===== src/rtl/cb_cfg_pkg.sv =====
// Shared types and helpers for the connection-block frame config loader.
// Optional CRC stage is enabled by defining CONFIG_CRC_EN.
package cb_cfg_pkg;

  typedef enum logic [1:0] {
    IDLE,
    LOAD,
    CHECK,
    DONE
  } cfg_state_e;

  localparam logic [15:0] CRC16_POLY = 16'h1021;
  localparam logic [15:0] CRC16_INIT = 16'hFFFF;

  // 4-bit per-mem bit counts, entry 0 in the LSBs
  localparam logic [63:0] DEF_MEM_SIZES = 64'h0000_0626_6666_6666;

  function automatic int mem_size(input logic [63:0] sizes, input int m);
    return int'(sizes[m*4 +: 4]);
  endfunction

  function automatic int total_bits(input logic [63:0] sizes, input int n);
    int t;
    t = 0;
    for (int i = 0; i < 16; i++) begin
      if (i < n) t += mem_size(sizes, i);
    end
    return t;
  endfunction

endpackage


===== src/rtl/cb_cfg_crc16.sv =====
// Serial CRC-16-CCITT over a bit stream, MSB-first shift.
// Used by the loader only when CONFIG_CRC_EN is defined.
module cb_cfg_crc16
  import cb_cfg_pkg::*;
(
  input  logic        clk,
  input  logic        rst,
  input  logic        clear,
  input  logic        en,
  input  logic        bit_in,
  output logic [15:0] crc
);

  logic [15:0] crc_q, crc_d;

  always_comb begin
    crc_d = crc_q;
    if (clear) begin
      crc_d = CRC16_INIT;
    end else if (en) begin
      crc_d = {crc_q[14:0], 1'b0} ^
              ((crc_q[15] ^ bit_in) ? CRC16_POLY : 16'h0000);
    end
  end

  always_ff @(posedge clk) begin
    if (rst) crc_q <= CRC16_INIT;
    else     crc_q <= crc_d;
  end

  assign crc = crc_q;

endmodule


===== src/rtl/cb_frame_config_loader.sv =====
// Walks a serial config stream into decoder-addressed CB mem writes.
// Define CONFIG_CRC_EN to add a trailing CRC-16 check stage.
module cb_frame_config_loader
  import cb_cfg_pkg::*;
#(
  parameter int          BIT_AW    = 3,
  parameter int          MEM_AW    = 4,
  parameter int          NUM_MEMS  = 11,
  parameter logic [63:0] MEM_SIZES = DEF_MEM_SIZES
) (
  input  logic                     prog_clk,
  input  logic                     pReset,
  input  logic                     start,
  input  logic                     abort,
  input  logic                     bit_valid,
  input  logic                     bit_data,
  input  logic                     bit_last,
  output logic                     bit_ready,
  output logic                     enable,
  output logic [BIT_AW+MEM_AW-1:0] address,
  output logic                     data_in,
  output logic                     busy,
  output logic                     done,
  output logic                     len_err,
  output logic                     crc_err
);

  localparam int TOTAL = total_bits(MEM_SIZES, NUM_MEMS);
  localparam int CW    = BIT_AW + MEM_AW + 2;

  cfg_state_e state_q, state_d;
  logic [BIT_AW-1:0]        bit_idx_q, bit_idx_d;
  logic [MEM_AW-1:0]        mem_idx_q, mem_idx_d;
  logic [CW-1:0]            cnt_q, cnt_d;
  logic [BIT_AW+MEM_AW-1:0] addr_q, addr_d;
  logic enable_q, enable_d;
  logic data_q, data_d;
  logic len_err_q, len_err_d;
  logic accept, mem_end, cfg_end;

`ifdef CONFIG_CRC_EN
  logic [14:0] rx_q, rx_d;
  logic [15:0] crc_val;
  logic crc_err_q, crc_err_d;
  logic crc_clr, crc_en;
`endif

  assign bit_ready = (state_q == LOAD) || (state_q == CHECK);
  assign accept    = bit_valid && bit_ready;
  assign mem_end   = int'(bit_idx_q) ==
                     mem_size(MEM_SIZES, int'(mem_idx_q)) - 1;
  assign cfg_end   = int'(cnt_q) == TOTAL - 1;

  always_comb begin
    state_d   = state_q;
    bit_idx_d = bit_idx_q;
    mem_idx_d = mem_idx_q;
    cnt_d     = cnt_q;
    addr_d    = addr_q;
    data_d    = data_q;
    enable_d  = 1'b0;
    len_err_d = len_err_q;
`ifdef CONFIG_CRC_EN
    rx_d      = rx_q;
    crc_err_d = crc_err_q;
    crc_clr   = 1'b0;
    crc_en    = 1'b0;
`endif
    if (abort) begin
      state_d = IDLE;
    end else begin
      unique case (state_q)
        IDLE, DONE: begin
          if (start) begin
            state_d   = LOAD;
            bit_idx_d = '0;
            mem_idx_d = '0;
            cnt_d     = '0;
            len_err_d = 1'b0;
`ifdef CONFIG_CRC_EN
            crc_err_d = 1'b0;
            crc_clr   = 1'b1;
`endif
          end
        end
        LOAD: begin
          if (accept) begin
            enable_d = 1'b1;
            addr_d   = {bit_idx_q, mem_idx_q};
            data_d   = bit_data;
            cnt_d    = cnt_q + 1'b1;
`ifdef CONFIG_CRC_EN
            crc_en   = 1'b1;
`endif
            if (mem_end) begin
              bit_idx_d = '0;
              mem_idx_d = mem_idx_q + 1'b1;
            end else begin
              bit_idx_d = bit_idx_q + 1'b1;
            end
            if (cfg_end) begin
`ifdef CONFIG_CRC_EN
              // last must come with the final CRC bit, not the final cfg bit
              if (bit_last) begin
                len_err_d = 1'b1;
                state_d   = DONE;
              end else begin
                rx_d    = '0;
                state_d = CHECK;
              end
`else
              if (!bit_last) len_err_d = 1'b1;
              state_d = DONE;
`endif
            end else if (bit_last) begin
              len_err_d = 1'b1;
              state_d   = DONE;
            end
          end
        end
        CHECK: begin
`ifdef CONFIG_CRC_EN
          if (accept) begin
            cnt_d = cnt_q + 1'b1;
            rx_d  = {rx_q[13:0], bit_data};
            if (int'(cnt_q) == TOTAL + 15) begin
              crc_err_d = ({rx_q, bit_data} != crc_val);
              if (!bit_last) len_err_d = 1'b1;
              state_d = DONE;
            end else if (bit_last) begin
              len_err_d = 1'b1;
              state_d   = DONE;
            end
          end
`else
          state_d = IDLE;
`endif
        end
        default: state_d = IDLE;
      endcase
    end
  end

  always_ff @(posedge prog_clk) begin
    if (pReset) begin
      state_q   <= IDLE;
      bit_idx_q <= '0;
      mem_idx_q <= '0;
      cnt_q     <= '0;
      addr_q    <= '0;
      data_q    <= 1'b0;
      enable_q  <= 1'b0;
      len_err_q <= 1'b0;
    end else begin
      state_q   <= state_d;
      bit_idx_q <= bit_idx_d;
      mem_idx_q <= mem_idx_d;
      cnt_q     <= cnt_d;
      addr_q    <= addr_d;
      data_q    <= data_d;
      enable_q  <= enable_d;
      len_err_q <= len_err_d;
    end
  end

`ifdef CONFIG_CRC_EN
  always_ff @(posedge prog_clk) begin
    if (pReset) begin
      rx_q      <= '0;
      crc_err_q <= 1'b0;
    end else begin
      rx_q      <= rx_d;
      crc_err_q <= crc_err_d;
    end
  end

  cb_cfg_crc16 u_crc (
    .clk    (prog_clk),
    .rst    (pReset),
    .clear  (crc_clr),
    .en     (crc_en),
    .bit_in (bit_data),
    .crc    (crc_val)
  );

  assign crc_err = crc_err_q;
`else
  assign crc_err = 1'b0;
`endif

  assign enable  = enable_q;
  assign address = addr_q;
  assign data_in = data_q;
  assign busy    = bit_ready;
  assign done    = (state_q == DONE);
  assign len_err = len_err_q;

endmodule

===== config.mk =====
export PLATFORM = sky130hd
export DESIGN_NAME = cb_frame_config_loader
export DESIGN_NICKNAME = d
export VERILOG_FILES = /design/src/rtl/cb_cfg_pkg.sv /design/src/rtl/cb_cfg_crc16.sv /design/src/rtl/cb_frame_config_loader.sv
export SDC_FILE = /design/constraint.sdc
export NUM_CORES = 1
export LEC_CHECK = 0
export BUFFER_PORTS_ARGS = -buffer_cell sky130_fd_sc_hd__buf_4
export CORE_ASPECT_RATIO = 0.7
export CORE_MARGIN = 5
export CORE_UTILIZATION = 30
export DETAILED_ROUTE_END_ITERATION = 6
export GPL_ROUTABILITY_DRIVEN = 0
export GPL_TIMING_DRIVEN = 0
export SLEW_MARGIN = 20
export SYNTH_ARGS = -nofsm -noshare
export SYNTH_HDL_FRONTEND = slang
export SYNTH_HIERARCHICAL = 1
export SYNTH_SLANG_ARGS = --single-unit

===== constraint.sdc =====
create_clock -name prog_clk -period 2.6 [get_ports prog_clk]
set_input_delay 0.13 -clock prog_clk [delete_from_list [all_inputs] [get_ports prog_clk]]
set_output_delay 0.13 -clock prog_clk [all_outputs]
set_load 0.02 [all_outputs]

# ---- Word-level counts from Yosys, hierarchy flattened
# Index checks and enable logic that the tools add are counted.
dict set report totals {
  reg_bits 28
  inputBits 7
  out_inout_bits 14
  word_cells 60
}
dict set report op_classes {
  add_sub_neg 4
  eq_ne 10
  n_shift 1
  mux 23
  n_bitwise 2
  n_reduce_logical 12
}
# op count
set ops {}
lappend ops {{$shiftx A64 B7 Y4 const A} 1}
lappend ops {{$mux W9} 2}
lappend ops {{$pmux W9 S2} 1}
lappend ops {{$mux W4} 3}
lappend ops {{$add A9 B1 Y9 const B} 1}
lappend ops {{$eq A9 B7 Y1 const B} 1}
lappend ops {{$mux W3} 3}
lappend ops {{$mux W2} 4}
lappend ops {{$pmux W4 S2} 1}
lappend ops {{$mux W1} 6}
lappend ops {{$ne A2 B2 Y1 const B} 3}
lappend ops {{$ne A3 B3 Y1 const B} 2}
lappend ops {{$pmux W2 S3} 1}
lappend ops {{$pmux W3 S2} 1}
lappend ops {{$reduce_and A3 Y1} 2}
lappend ops {{$reduce_and A6 Y1} 1}
lappend ops {{$eq A4 B5 Y1} 1}
lappend ops {{$reduce_and A5 Y1} 1}
lappend ops {{$sub A4 B1 Y5 const B} 1}
lappend ops {{$add A4 B1 Y4 const B} 1}
lappend ops {{$eq A2 B2 Y1 const B} 2}
lappend ops {{$reduce_and A4 Y1} 1}
lappend ops {{$reduce_or A2 Y1} 2}
lappend ops {{$add A3 B1 Y3 const B} 1}
lappend ops {{8 further kinds} 9}

# ---- Logic depth before layout (Yosys ltp)
# Gate-level depths: netlist of run 1.
dict set report depth {
  depth_word 6
  depth_mapped 9
  depth_no_buf 9
}

# ---- Least setup slack after synthesis of run 1
# Ideal clock, no wire load.
dict set report synth_path {
  kind {register to register}
  start {register mem_idx_q[0]}
  end {register mem_idx_q[3]}
  setup_ns 0.074
  arrival_time_ns 2.111
  t_required_ns 2.526
  path_slack_ns 0.415
  path_stages_with_launch 10
  cell_sequence {dfxtp_1 -> ha_1 -> inv_1 -> ha_1 -> nor2b_1 -> ha_1 -> xor2_1 -> nand3b_1 -> or4_1 -> a31oi_1}
}
dict set report synth_between {
  elab_chain_len 5
  elab_cells_between_ends 9
  classes_between {add/sub: 2; eq/ne: 2; shift: 1; mux: 3; reduce/logical: 1}
}
# element line_no
set synth_rtl {}
lappend synth_rtl {{start: declaration} cb_frame_config_loader.sv:33} ;# logic [MEM_AW-1:0] mem_idx_q, mem_idx_d;
lappend synth_rtl {{start signal: assignment} cb_frame_config_loader.sv:157} ;# mem_idx_q <= mem_idx_d;
lappend synth_rtl {{$shiftx A64 B7 Y4} cb_cfg_pkg.sv:19} ;# return int'(sizes[m*4 +: 4]);
lappend synth_rtl {{$sub A4 B1 Y5} cb_frame_config_loader.sv:51} ;# mem_size(MEM_SIZES, int'(mem_idx_q)) - 1;
lappend synth_rtl {{$eq A4 B5 Y1} cb_frame_config_loader.sv:50} ;# assign mem_end = int'(bit_idx_q) ==
lappend synth_rtl {{$ne A2 B2 Y1 (no source line)} n/a}
lappend synth_rtl {{$reduce_and A5 Y1 (no source line)} n/a}
# Parallel ways exist; a longest one is shown, timed or not. The select of a mux whose other input is x is not followed.
# A chain may end at the register's enable or synchronous reset.

# ---- Final worst setup path of run 1
dict set report layout_path {
  start {register mem_idx_q[1]}
  end {register mem_idx_q[3]}
}
# The elaborated chain is that of the path after synthesis.

==> results of run 1 <==
## through the flow
stage	utilization	setup WS [ns]
global route	0.3723	0.06998
global placement	0.3566	0.2103
finish	0.3723	0.2643
detailed placement	0.3566	0.2098
CTS	0.3715	0.1738
floorplan	-	0.4152
## final cells by class
| class | count | area, um2 | area share |
|---|---|---|---|
| multi-input cells | 134 | 845.8 | 0.4751 |
| flip-flops and latches | 28 | 561.8 | 0.3155 |
| repair buffers | 18 | 135.1 | 0.07590 |
| well taps | 69 | 86.33 | 0.04849 |
| plain buffers | 8 | 46.29 | 0.02600 |
| clock buffers | 3 | 41.29 | 0.02319 |
| inverters | 9 | 33.78 | 0.01897 |
| clock inverters | 1 | 30.03 | 0.01687 |
## what timing repair did
| action | 4_1_cts | 5_1_grt |
|---|---|---|
| setup buffers | 0 | 0 |
| hold buffers | 0 | 0 |
| endpoints found under the hold margin | 0 | 0 |
| resized for setup | 0 | 2 |
| setup endpoints to repair | 0 | 4 |
## power groups by stage
stage	Clock [uW]	Combinational, uW	Sequential, uW
2_1_floorplan	0	67.0	453
6_report	348	101	443
4_1_cts	359	101	443
5_1_grt	372	112	445
3_3_place_gp	0	99.6	453
3_5_place_dp	0	99.9	453
## metal layers
| layer | GRT usage | vias to the layer above |
|---|---|---|
| met2 | 0.1653 | 20 |
| met5 | 0 | - |
| met1 | 0.1679 | 603 |
| li1 | - | 687 |
| met4 | 0.02342 | 0 |
| met3 | 0.02928 | 4 |
## synth_stat cells, types with 3 or more instances
cell type	instances
inv_1	9
nand3_1	9
clkbuf_1	3
o31ai_1	5
or4_1	7
o311ai_0	4
o21ai_0	4
or3_1	4
dfxtp_1	28
a21oi_1	14
nand4_1	6
ha_1	10
xnor2_1	3
nor2_1	9
xor2_1	4
nand2_1	30
## placed cells by master (no fill, tap or decap), types with 2 or more instances in the layout
cell / instances
a211oi_1: 2
and4_1: 2
clkbuf_1: 3
dfxtp_1: 27
nor2_1: 9
inv_1: 9
or4_1: 7
o21ai_0: 4
a21oi_1: 14
o31ai_1: 5
nand3_1: 9
xnor2_1: 3
buf_4: 20
clkbuf_8: 3
or3_1: 4
nand4_1: 6
o311ai_0: 4
nand2b_1: 2
nand2_1: 30
ha_1: 10
a31oi_1: 2
xor2_1: 4
## worst register-to-register path: stages, from the launching register on
cell and delay [ns]:
dfxtp_1 0.42, ha_1 0.18, inv_1 0.04, ha_1 0.18, nor2b_2 0.14, ha_1 0.25
xor2_1 0.13, nand3b_1 0.19, or4_1 0.56, a31oi_1 0.17
## state kept, by name, indices dropped and copies added (netlist names)
| signal | count |
|---|---|
| state_q | 2 |
| data_in | 1 |
| address | 7 |
| bit_idx_q | 3 |
| cnt_q | 9 |
| mem_idx_q | 4 |
| enable | 1 |
| len_err | 1 |
## cells by family (layout without fill, tap and decap cells)
| family | Yosys count | count (layout) | share of synthesized area |
|---|---|---|---|
| and+or+nand+nor | 81 | 81 | 0.2884 |
| muxes | 1 | 1 | 0.007588 |
| buffers and inverters | 17 | 39 | 0.05395 |
| other | 1 | 1 | 0.002527 |
| DFF | 28 | 28 | 0.3777 |
| AOI/OAI and AO/OA | 34 | 34 | 0.1442 |
| xor gates and xnor gates | 7 | 7 | 0.04132 |
| adders and majority gates | 10 | 10 | 0.08432 |
## worst max-delay path by stage
stage	start	end	depth (start not counted)
6_report	mem_idx_q[1]	mem_idx_q[3]	9
5_1_grt	mem_idx_q[1]	mem_idx_q[3]	9
4_1_cts	mem_idx_q[0]	mem_idx_q[3]	9
3_5_place_dp	mem_idx_q[0]	mem_idx_q[3]	9
3_3_place_gp	mem_idx_q[0]	mem_idx_q[3]	9
2_1_floorplan	mem_idx_q[0]	mem_idx_q[3]	9
==> impl_metrics.py, run 1 <==
metrics = {
    "sta": {
        "drv_slew": 0,
        "tns_ns": 0,
        "hold_viol": 0,
        "skew_ns": 0.004878,
        "fmax_mhz": 428.1,
        "maxSlewHeadroom": 0.6201,
        "post-route-min-period_ns": 2.336,
        "period_share": 0.8984,
        "hold_slack_ns": 0.09356,
        "rsz0062_at_grt": "no",
        "setup_violations": 0,
        "tightest_slew_ns": 0.5654,
    },
    "yosys": {
        "synth.top_cell.area_share": 0.3777,
        "yosys_warnings": 6,
        "yosysSeqAreaShare": 0.3777,
        "synth_nets": 196,
        "ys_types": 40,
        "synth_area_leader_cell": "dfxtp_1",
        "postSynthAreaPerCell_um2": 8.290,
        "ys.flop_type": "dfxtp_1",
        "synth_area_leaders": "dfxtp_1 (38%), ha_1 (8.4%), nand2_1 (7.6%)",
        "synth_edf_count": 0,
        "syn_area_um2": 1484,
        "syn_inst": 179,
        "synth_seq_cells": 28,
        "synthArstFlopShare": 0,
    },
    "die": {
        "die_x_um": 94.06,
        "initial_core_util": 0.3103,
        "rows": 21,
        "ios": 21,
        "core_region_area_um2": 4782,
        "dieHeight_um": 68.85,
        "die_area_um2": 6476,
    },
    "setup_path": {
        "critPathMostFrequentCell": "ha_1",
        "critical_path_class": "reg2reg",
        "reg2reg_slack_ns": 0.26,
        "reg2regPathDepth": 9,
        "critPathLaunchType": "register",
        "crit_chain": "ha_1, inv_1, ha_1, nor2b_2, ha_1, xor2_1, nand3b_1, or4_1, a31oi_1",
        "crit_arrival_ns": 2.54,
        "required_ns": 2.81,
        "cp_top_family": "simple AND/OR/NAND/NOR gates",
        "worst-path-buf-inv": 1,
        "r2r-start": "mem_idx_q[1]",
        "cp_max_fo": 7,
        "endpoint_kind": "register",
        "cpMaxStageDelayCell": "or4_1",
        "timing.rr.end": "mem_idx_q[3]",
        "critical-path-max-stage-delay_ns": 0.56,
    },
    "placement": {
        "hpwl_mm": 2.451,
        "io_buffers": 18,
        "dpl_cell_area_um2": 1705,
        "placed_cells": 266,
    },
    "clock_network": {
        "clock_sinks": 28,
        "cts_buffers": 3,
        "clk_latency_ns": 0.28,
        "cts-root-buf": "clkbuf_8",
        "clk_pin_slew_ns": 0.10,
        "cts_max_path_buffers": 2,
        "h-tree-depth": 1,
        "cts_tree": "yes",
    },
    "drt": {
        "firstDrtPassIters": 4,
        "routed-wl-met3_um": 148,
        "highest-signal-layer": "met4",
        "drc": 0,
        "viasPerCell": 4.867,
        "via_count": 1314,
        "met1_length_mm": 1.872,
        "ant_nets": 0,
        "drt-total-wl_mm": 3.340,
        "wl_per_cell_um": 12.37,
        "drt_iter0_drc": 47,
        "wl_met2_mm": 1.285,
    },
    "final_layout": {
        "layout.cells.non_filler": 270,
        "areaGrowthSynthToFinish_pct": 19.98,
        "drive_gt1_frac": 0.1642,
        "nNetsFinal": 219,
        "diodes": 0,
        "final_cell_area_um2": 1780,
        "fillers": 501,
    },
    "min_path": {
        "min_to": "data_in",
        "hold_path_depth": 3,
        "min_path_type": "in2reg",
        "min-delay-start": "bit_data",
    },
    "power_and_ir_drop": {
        "peakVddDrop_v": 0.0003311,
        "clkPwrFrac": 0.390,
        "power.share.sequential": 0.497,
        "total_power_uw": 891.7,
        "switching_share": 0.2362,
        "comb_power_share": 0.113,
        "leakagePower_uw": 0.0006651,
        "p_int_uw": 681.1,
        "switchingPower_uw": 210.6,
        "powerDensity_nw_per_um2": 500.8,
    },
    "global_routing": {
        "overflow": 0,
        "antenna_found_initial": 0,
        "grt_pass1_vias": 1222,
        "grt_pass1_wl_mm": 5.747,
        "grt_max_degree": 17,
        "grt_usage": 0.1136,
    },
    "status": {
        "status": "finished clean",
    },
    "flow_run": {
        "maxCapViolCount": 0,
    },
}
(Power assumes the default switching activity.)
==> run 2, diff against run 1 <==
- CTS_CLUSTER_SIZE: default -> 25
- clock period: 2.6 -> 2.8 ns (I/O delays scaled with it)
==> run 2 against run 1 <==
Effect of this change:
- register-to-register slack improved by 0.07 ns
- first-iteration DRC count rose by 17%
- worst setup slack improved by 0.071 ns
- critical path type unchanged
- cell count did not move
- non-clock buffer count did not move
- die area did not move
==> impl_metrics.py, run 2 (synthesized netlist as in run 1, its figures left out) <==
metrics = {
    "drt": {
        "drc": 0,
        "drt-total-wl_mm": 3.348,
        "ant_nets": 0,
        "wl_per_cell_um": 12.40,
        "viasPerCell": 4.848,
        "drt_iter0_drc": 55,
        "via_count": 1309,
        "firstDrtPassIters": 4,
    },
    "sta": {
        "tightest_slew_ns": 0.5661,
        "tns_ns": 0,
        "skew_ns": 0.004930,
        "rsz0062_at_grt": "no",
        "hold_viol": 0,
        "hold_slack_ns": 0.1029,
        "period_share": 0.8802,
        "fmax_mhz": 405.7,
        "setup_violations": 0,
        "post-route-min-period_ns": 2.465,
        "maxSlewHeadroom": 0.6197,
        "drv_slew": 0,
    },
    "power_and_ir_drop": {
        "clkPwrFrac": 0.391,
        "powerDensity_nw_per_um2": 466.4,
        "p_int_uw": 632.5,
        "switching_share": 0.2367,
        "switchingPower_uw": 196.2,
        "leakagePower_uw": 0.0006647,
        "peakVddDrop_v": 0.0003078,
        "total_power_uw": 828.7,
        "comb_power_share": 0.113,
        "power.share.sequential": 0.496,
    },
    "min_path": {
        "min-delay-start": "bit_data",
        "min_path_type": "in2reg",
    },
    "setup_path": {
        "cp_top_family": "simple AND/OR/NAND/NOR gates",
        "worst-path-buf-inv": 1,
        "reg2reg_slack_ns": 0.34,
        "cp-startpoint": "mem_idx_q[0]",
        "r2r-start": "mem_idx_q[0]",
        "endpoint_kind": "register",
        "cpMaxStageDelayCell": "or4_1",
        "critPathLaunchType": "register",
        "crit_chain": "ha_1, inv_1, ha_1, nor2b_1, ha_1, xor2_1, nand3b_1, or4_1, a31oi_1",
        "critPathMostFrequentCell": "ha_1",
        "critical_path_class": "reg2reg",
        "cp_max_fo": 7,
        "crit_arrival_ns": 2.67,
        "required_ns": 3.01,
        "critical-path-max-stage-delay_ns": 0.56,
    },
    "final_layout": {
        "diodes": 0,
        "drive_gt1_frac": 0.1542,
        "largest-register": "cnt_q",
        "nNetsFinal": 219,
        "areaGrowthSynthToFinish_pct": 19.73,
        "final_cell_area_um2": 1777,
        "fin_util": 0.3715,
        "largest_reg_flops": 9,
        "final_cell_mix": "nand2_1 (30), dfxtp_1 (28), buf_4 (20), a21oi_1 (14), ha_1 (10)",
        "final_common_cell": "nand2_1",
        "fillers": 503,
    },
    "clock_network": {
        "cts_max_path_buffers": 2,
        "cts_setup_buffers": 0,
        "clk_pin_slew_ns": 0.10,
        "post_cts_resized": 0,
        "cts-root-buf": "clkbuf_8",
        "cts_tree": "yes",
        "h-tree-depth": 1,
        "clk_latency_ns": 0.28,
        "clock_sinks": 28,
        "cts_hold_buf": 0,
        "cts_buffers": 3,
    },
    "die": {
        "die_x_um": 94.06,
        "die_area_um2": 6476,
        "core_region_area_um2": 4782,
        "rows": 21,
        "initial_core_util": 0.3103,
        "ios": 21,
        "dieHeight_um": 68.85,
    },
    "global_routing": {
        "grt_pass1_wl_mm": 5.747,
        "overflow": 0,
        "grt_usage": 0.1136,
        "antenna_found_initial": 0,
        "grt_pass1_vias": 1222,
        "grt_max_degree": 17,
    },
    "placement": {
        "io_buffers": 18,
        "hpwl_mm": 2.451,
        "dpl_cell_area_um2": 1705,
    },
    "status": {
        "status": "finished clean",
    },
    "flow_run": {
        "maxCapViolCount": 0,
    },
}
run 2: cell types whose count changed in the layout (fill, tap and decap cells not counted):
cell	previous run	this run
nor2b_2	1	0
dfxtp_1	27	28
dfxtp_2	1	0
nor2b_1	1	2
run 2: metrics by stage:
stage / cells / setup slack (ns)
global placement: 266 / 0.4103
finish: 270 / 0.3353
global route: 270 / 0.1163
CTS: 270 / 0.3738
detailed placement: 266 / 0.4098
floorplan: 179 / 0.6152
run 2: worst min-delay path: cells and delay by family:
family	cells	cell delay, ns
AO/OA/AOI/OAI	1	0.05
buffers and inverters	1	0.11
AND/OR/NAND/NOR	1	0.05
run 2: layout make-up:
type,count,area [um2],share of cell area
Inverter,9,33.78,0.01901
Sequential cell,28,560.5,0.3155
Clock inverter,1,30.03,0.01690
Tap cell,69,86.33,0.04859
Clock buffer,3,41.29,0.02324
Timing Repair Buffer,18,135.1,0.07606
Multi-Input combinational cell,134,843.3,0.4746
Buffer,8,46.29,0.02606
run 2: power groups by stage:
stage | clock network [uW] | logic (uW) | registers [uW]
3_3_place_gp | 0 | 92.5 | 421
6_report | 324 | 93.5 | 411
3_5_place_dp | 0 | 92.8 | 421
5_1_grt | 345 | 104 | 413
4_1_cts | 334 | 93.5 | 412
2_1_floorplan | 0 | 62.2 | 420
run 2: layer usage:
metal  GRT usage  up-vias  share of wire  wire length [um]
li1            -      686              -                 -
met4     0.02342        0         0.0099                33
met1      0.1679      597           0.56              1862
met2      0.1653       22           0.38              1286
met3     0.02928        4          0.049               165
met5           0        -              0                 0
run 2: worst paths after layout:
check,endpoint,cells past startpoint
setup / recovery,mem_idx_q[3],9
hold / removal,data_in,3
setup reg to reg,mem_idx_q[3],9
hold reg to reg,address[0],2
